### config.mk
export PLATFORM = sky130hd
export DESIGN_NAME = fu_exp_fifo
export DESIGN_NICKNAME = d
export VERILOG_FILES = /design/src/rtl/Function_Unit_pkg.sv /design/src/rtl/fu_exp_fifo.sv
export SDC_FILE = /design/constraint.sdc
export NUM_CORES = 1
export LEC_CHECK = 0
export CAP_MARGIN = 10
export CORE_UTILIZATION = 60
export CTS_BUF_LIST = sky130_fd_sc_hd__clkbuf_8
export DETAILED_ROUTE_END_ITERATION = 16
export DONT_BUFFER_PORTS = 1
export GPL_ROUTABILITY_DRIVEN = 1
export GPL_TIMING_DRIVEN = 0
export PLACE_DENSITY = 0.75
export SYNTH_ARGS = -nofsm -noshare
export SYNTH_HDL_FRONTEND = slang
export SYNTH_SLANG_ARGS = --single-unit
### constraint.sdc
create_clock -name clk -period 9.8 [get_ports clk]
set_clock_uncertainty 0.05 [all_clocks]
set_input_delay 1.47 -clock clk [delete_from_list [all_inputs] [get_ports clk]]
set_output_delay 1.47 -clock clk [all_outputs]
set_load 0.01 [all_outputs]
### src/rtl/Function_Unit_pkg.sv
// Function_Unit shared types: result layout, checker state, flag masks, golden ALU model.
package Function_Unit_pkg;

    typedef struct packed {
        logic [15:0] f;
        logic        v;
        logic        c;
        logic        n;
        logic        z;
    } exp_t;

    typedef enum logic [1:0] {
        CLEAN  = 2'd0,
        FAILED = 2'd1,
        HALT   = 2'd2
    } chk_state_t;

    typedef enum logic [1:0] {
        Add = 2'd0,
        Sub = 2'd1,
        And = 2'd2,
        Xor = 2'd3
    } alu_op_t;

    localparam logic [3:0] MaskV   = 4'b1000;
    localparam logic [3:0] MaskC   = 4'b0100;
    localparam logic [3:0] MaskN   = 4'b0010;
    localparam logic [3:0] MaskZ   = 4'b0001;
    localparam logic [3:0] MaskAll = MaskV | MaskC | MaskN | MaskZ;

    // Flag nibble in mask order {v,c,n,z}
    function automatic logic [3:0] flags_of(input exp_t e);
        return {e.v, e.c, e.n, e.z};
    endfunction

    // Golden ALU result; c is carry-out for Add and borrow for Sub
    function automatic exp_t model_alu(input logic [15:0] a, input logic [15:0] b,
                                       input alu_op_t op, input logic cin);
        exp_t        r;
        logic [16:0] s;
        r = '0;
        s = '0;
        case (op)
            Add: begin
                s   = {1'b0, a} + {1'b0, b} + 17'(cin);
                r.f = s[15:0];
                r.c = s[16];
                r.v = (a[15] == b[15]) && (r.f[15] != a[15]);
            end
            Sub: begin
                s   = {1'b0, a} - {1'b0, b} - 17'(cin);
                r.f = s[15:0];
                r.c = s[16];
                r.v = (a[15] != b[15]) && (r.f[15] != a[15]);
            end
            And:     r.f = a & b;
            default: r.f = a ^ b;
        endcase
        r.n = r.f[15];
        r.z = (r.f == 16'h0000);
        return r;
    endfunction

endpackage

### src/rtl/fu_exp_fifo.sv
// Expected-result FIFO: DEPTH x exp_t, wrap-bit pointers, synchronous flush.
module fu_exp_fifo
    import Function_Unit_pkg::*;
#(
    parameter int unsigned DEPTH = 8
) (
    input  logic                     clk,
    input  logic                     rst_n,
    input  logic                     flush,
    input  logic                     push,
    input  exp_t                     push_data,
    input  logic                     pop,
    output logic                     full,
    output logic                     empty,
    output logic [$clog2(DEPTH):0]   level,
    output exp_t                     head
);

    localparam int unsigned AW = $clog2(DEPTH);

    logic [AW:0] r_wr_ptr;
    logic [AW:0] r_rd_ptr;
    exp_t        r_mem [DEPTH];

    logic        w_push;
    logic        w_pop;

    assign w_push = push && !full && !flush;
    assign w_pop  = pop && !empty && !flush;

    assign level = r_wr_ptr - r_rd_ptr;
    assign full  = (level == (AW+1)'(DEPTH));
    assign empty = (r_wr_ptr == r_rd_ptr);
    assign head  = r_mem[r_rd_ptr[AW-1:0]];

    // Pointer advance; extra MSB distinguishes full from empty
    always_ff @(posedge clk or negedge rst_n) begin
        if (!rst_n) begin
            r_wr_ptr <= '0;
            r_rd_ptr <= '0;
        end else if (flush) begin
            r_wr_ptr <= '0;
            r_rd_ptr <= '0;
        end else begin
            if (w_push) r_wr_ptr <= r_wr_ptr + (AW+1)'(1);
            if (w_pop)  r_rd_ptr <= r_rd_ptr + (AW+1)'(1);
        end
    end

    // Storage write; contents are don't-care until the pointers cover them
    always_ff @(posedge clk) begin
        if (w_push) r_mem[r_wr_ptr[AW-1:0]] <= push_data;
    end

endmodule

==> metrics.cfg, run 1 <==
[run_status]
status=completed

[die]
num_io_pins=51
die_w_um=108
dieArea_um2=11600
fp.dieH_um=108
core_region_area_um2=10800
start_util=0.617
rows=38

[layout]
finalNonFillerCells=547
nNetsFinal=426
n_antenna_cell=0
area_growth_pct=11.8
drive_gt1_frac=0.251

[clock_network]
clk_pin_slew_ns=0.08
cts-root-buf=clkbuf_8
clkSinkCount=168
post_cts_buffers=0
insertion_delay_ns=0.44
htree_levels=4
hold_buffers=0
cts_repair_resize_count=0
cts_buffers=17
cts_tree=yes
cts_buffer_depth=2

[synth]
yosys_warnings=0
synth_edf_count=160
yosys_register_bits=168
synth_nets=387
yosys.area.top_type=edfxtp_1
synth_most_common_cell=edfxtp_1
netlist_area_um2=6680
ys_seq_area_frac=0.749
syn_area_per_cell_um2=18.8
synth_top_area_frac=0.719
async_reset_ff_frac=0.0476
synthCells=356
synth_area_leaders=edfxtp_1, mux4_2, nand2_1
ys_types=37
synthFlopType=edfxtp_1
synthTopCellsByCount=edfxtp_1, nand2_1, mux4_2

[detailed_routing]
drtPass1Iterations=5
vias=3377
drt_iter0_markers=295
drc=0
antenna_left=0
drt-total-wl_mm=12.9
viasPerCell=6.17
post_drt_wl_per_cell_um=23.6

[sta]
fin_hold_ws_ns=0.553
worst_slew_pin_slew_ns=0.975
slew_viol_final=0
slew_headroom=0.344
finalSetupTns_ns=0
fin_crit_sh=0.517
fmax_mhz=197
setup_viol=0
hold_viol=0
rsz0062_at_grt=no
fin_crit_ns=5.07

[job]
drv_cap=0

[global_routing]
grt_pass1_wl_mm=19.2
gr-total-overflow=0
grt_antenna_before_repair=0
grt_pass1_vias=3447
track_usage=0.243
grt_max_degree=17

[critical_path]
required_ns=8.28
crit_fanout=10
startpoint_type=flip-flop
arrival_ns=3.55
worst_setup_path_end_kind=output pin
crit_type=flip-flop to output pin

[placement]
numPortBuffers=0
dp.cells=516
place_congestion=0.729
hpwl_mm=8.61

[power_and_ir_drop]
p_leak_uw=0.00250
power.density_nw_per_um2=240
ir_drop_mv=0.154

[min_path]
hp-class=flip-flop to flip-flop

## cells by family after synthesis
family,after synthesis,synth area share
AO/OA/AOI/OAI,13,0.0133
XOR/XNOR,5,0.00768
adder cells (fa/ha/maj),6,0.0124
buffers and inverters,24,0.0144
flip-flops,168,0.749
multiplexers,42,0.138
AND/OR/NAND/NOR,98,0.0655
## through the flow
step / setup WS [ns] / utilization / area (um^2) / total power [uW]
finish: 4.73 / 0.690 / 7480 / 1790
global route: 4.49 / 0.690 / 7480 / 1870
CTS: 4.71 / 0.690 / 7480 / 1800
detailed placement: 5.26 / 0.655 / 7100 / 1340
global placement: 2.51 / 0.633 / 6860 / 1310
floorplan: 5.05 / - / 6680 / 1230
## critical path, stage by stage (launching register included)
cell      delay (ns)
dfrtp_1         0.37
clkbuf_1        0.29
clkbuf_1        0.60
inv_1           0.18
fa_1            0.44
xor2_1          0.21
nor3_1          0.50
and3_1          0.23
buf_2           0.30
## layer usage
layer  track usage  wire, um
met1         0.310      5250
met2         0.386      6500
met3        0.0690       895
met4         0.118       274
met5             0         0
## cells in the final DEF, fill, tap and decap left out, types with 3 or more instances in the layout
master / count
a21oi_1: 3
a31oi_1: 3
buf_2: 5
buf_4: 11
buf_6: 7
bufinv_16: 3
clkbuf_1: 10
clkbuf_8: 17
clkinv_2: 5
dfrtp_1: 8
edfxtp_1: 160
ha_1: 5
inv_1: 11
mux4_2: 40
nand2_1: 64
nand2b_1: 3
nand3_1: 3
nor2_1: 8
nor3_2: 3
nor4_2: 4
or3_1: 3
## area by class of cell
cell class | count | area (um^2)
Sequential cell | 168 | 5000
Fill cell | 676 | 3360
Multi-Input combinational cell | 164 | 1630
Clock buffer | 17 | 234
Timing Repair Buffer | 20 | 191
Tap cell | 140 | 175
Clock inverter | 14 | 143
Buffer | 16 | 66.3
Inverter | 8 | 30.0
## final timing paths
path,startpoint,slack (ns),to,cells after the start
max,r_rd_ptr[1]$_DFFE_PN0P_,4.73,full,8
min,r_wr_ptr[3]$_DFFE_PN0P_,0.55,r_wr_ptr[3]$_DFFE_PN0P_,2
max reg2reg,r_rd_ptr[1]$_DFFE_PN0P_,5.27,r_mem[4][7]$_DFFE_PP_,12
min reg2reg,r_wr_ptr[3]$_DFFE_PN0P_,0.55,r_wr_ptr[3]$_DFFE_PN0P_,2
max in group asynchronous,rst_n,8.97,r_rd_ptr[2]$_DFFE_PN0P_,0
min in group asynchronous,rst_n,0.67,r_wr_ptr[3]$_DFFE_PN0P_,0
## registers in the layout (all words and copies together), names as in the netlist
signal	cells
r_mem	160
r_rd_ptr	4
r_wr_ptr	4
## report_power, final
part / switching [uW] / internal (uW) / leakage, uW
logic: 269 / 204 / 0.000739
registers: 21.1 / 830 / 0.00155
clock network: 225 / 244 / 0.000207
total: 515 / 1280 / 0.00250
No activity file was read; power rests on OpenSTA's default activity.
==> run 2, diff against run 1 <==
clock period = 4.9 ns   (was 9.8 ns; I/O delays follow)
==> metrics.cfg, run 2 (synthesized netlist as in run 1, its figures left out) <==
[critical_path]
rrSetupSlack_ns=0.35  ; -4.92 ns
crit_type=flip-flop to flip-flop
arrival_ns=4.64  ; +1.09 ns
startpoint_type=flip-flop
required_ns=5.00  ; -3.28 ns
crit_fanout=10  ; unchanged
worst_setup_path_end_kind=flip-flop

[die]
dieArea_um2=11600  ; unchanged
fp.dieH_um=108  ; unchanged
rows=38  ; unchanged
die_w_um=108  ; unchanged
start_util=0.617  ; unchanged
num_io_pins=51  ; unchanged
core_region_area_um2=10800  ; unchanged

[layout]
most-common-layout-cells=edfxtp_1, nand2_1, mux4_2
multi_input_area_um2=1630  ; unchanged
fillers=675  ; -0.15%
seq_area_um2=5000  ; unchanged
final_common_cell=edfxtp_1
n_antenna_cell=0  ; unchanged
area_growth_pct=12.0
nNetsFinal=427  ; +0.23%
largest_reg_flops=160  ; unchanged
finalNonFillerCells=548  ; +0.18%
drive_gt1_frac=0.250  ; -0.000614

[global_routing]
grt_pass1_wl_mm=19.2  ; about the same
gr-total-overflow=0  ; unchanged
grt_util_met2=0.385  ; -0.000458
grt_max_degree=17  ; unchanged
grt_pass1_vias=3448  ; +0.029%
busiest_layer=met2
grt_antenna_before_repair=0  ; unchanged
track_usage=0.243  ; unchanged
gr-usage-met3=0.0690  ; unchanged
met1_usage=0.310  ; +0.000440

[sta]
slew_headroom=0.349  ; +0.00435
fin_ws_ns=0.353  ; -4.38 ns
slew_viol_final=0  ; unchanged
rsz0062_at_grt=no
setup_viol=0  ; unchanged
fin_crit_sh=0.928
fmax_mhz=220
hold_viol=0  ; unchanged
worst_slew_pin_slew_ns=0.969  ; -0.00647 ns
fin_crit_ns=4.55

[min_path]
hp-class=primary input to flip-flop

[placement]
dp_slack_ns=0.437  ; -4.82 ns
dp.cells=516  ; unchanged
place_congestion=0.729  ; unchanged
numPortBuffers=0  ; unchanged
hpwl_mm=8.61  ; unchanged

[power_and_ir_drop]
p_clk_frac=0.261  ; about the same
intPower_uw=2560  ; +100%
power.density_nw_per_um2=480  ; +100%
p_leak_uw=0.00250  ; +0.17%
ir_drop_mv=0.309  ; +100%
p_switching_uw=1030  ; +100%
switching_share=0.288  ; +0.000697
seqPwrFrac=0.474  ; about the same
power.share.combinational=0.264  ; about the same

[clock_network]
clk_pin_slew_ns=0.08  ; about the same
htree_levels=4  ; unchanged
cts_buffer_depth=2  ; unchanged
insertion_delay_ns=0.43  ; about the same
cts_tree=yes
cts-root-buf=clkbuf_8
cts_repair_resize_count=0  ; unchanged
cts_buffers=17  ; unchanged
clkSinkCount=168  ; unchanged

[detailed_routing]
drc=0  ; unchanged
antenna_left=0  ; unchanged
drt-total-wl_mm=12.9  ; about the same
viasPerCell=6.17  ; -0.12%
drt_iter0_markers=322  ; +9.2%
vias=3379  ; +0.059%
post_drt_wl_per_cell_um=23.6  ; -0.28%
drtPass1Iterations=5  ; unchanged

[job]
drv_cap=0  ; unchanged

[run_status]
status=completed

[run 2: cell types whose count changed in the layout (fill, tap and decap cells not counted), sizes merged]
cell,before,now
dlygate4sd3,0,1
[run 2: final timing paths]
kind | start | end | depth (start not counted)
max in group asynchronous | rst_n | r_rd_ptr[2]$_DFFE_PN0P_ | 1
min | push_data[15] | r_mem[2][15]$_DFFE_PP_ | 0
max reg2reg | r_rd_ptr[1]$_DFFE_PN0P_ | r_mem[4][7]$_DFFE_PP_ | 12
max | r_rd_ptr[1]$_DFFE_PN0P_ | r_mem[4][7]$_DFFE_PP_ | 12
min in group asynchronous | rst_n | r_wr_ptr[0]$_DFFE_PN0P_ | 1
min reg2reg | r_wr_ptr[3]$_DFFE_PN0P_ | r_wr_ptr[3]$_DFFE_PN0P_ | 2
[run 2: layout make-up]
class / instances / area share
tap: 140 / 0.0234
clock buffer: 17 / 0.0313
multi-input combinational: 164 / 0.218
buffer: 16 / 0.00886
timing repair buffer: 21 / 0.0269
sequential: 168 / 0.669
inverter: 8 / 0.00401
clock inverter: 14 / 0.0191
[run 2: what timing repair did]
action,in CTS,in global routing
buffers inserted,0,0
hold buffers,1,0
endpoints found under the hold margin,8,0
setup endpoints to repair,0,0
[run 2: metrics by stage]
step                TNS (ns)  hold slack [ns]  utilization  instance area [um^2]  power (uW)
floorplan                  0            0.389            -                  6680        2460
global placement     -255.12            0.390        0.633                  6860        2620
detailed placement         0            0.390        0.655                  7100        2680
CTS                        0            0.305        0.691                  7490        3610
global route               0            0.305        0.691                  7490        3740
finish                     0            0.337        0.691                  7490        3590
[run 2: routing by layer]
layer  up-vias  wire [um]
li1       1483          -
met1      1755       5340
met2       121       6570
met3        20        749
met4         0        248
met5         -          0
[run 2: power by group through the flow]
stage	sequential, uW	clock (uW)	combinational [uW]
after floorplan	1720	0	744
after global placement	1730	0	895
after detailed placement	1730	0	950
after CTS	1700	949	961
after global routing	1710	1000	1030
final	1700	939	949
[run 2: critical path, cell delays in order, from the launching register on]
cell and delay [ns]:
dfrtp_1 0.37, clkbuf_1 0.29, clkbuf_1 0.59, inv_1 0.18, fa_1 0.44, xor2_1 0.37
nor3_1 0.20, and3_1 0.22, buf_2 0.21, nor4_2 0.70, buf_4 0.28, buf_4 0.18
buf_6 0.16
==> run 3, diff against run 2 <==
==> constraint.sdc (replaced) <==
create_clock -name clk -period 4.9 [get_ports clk]
set_clock_uncertainty 0.05 [all_clocks]
set_input_delay 0.98 -clock clk [delete_from_list [all_inputs] [get_ports clk]]
set_output_delay 0.98 -clock clk [all_outputs]
set_load 0.01 [all_outputs]
==> results of run 3 <==
The final DEF is identical to that of run 1. Status: completed.
Among the figures that moved: setup slack after placement 5.26 ns -> 0.437 ns; setup slack after layout 4.73 ns -> 0.319 ns; hold slack 0.553 ns -> 0.177 ns; register-to-register setup slack 5.27 ns -> 0.37 ns; total power 1790 uW -> 3590 uW; worst IR drop on VDD 0.154 mV -> 0.308 mV
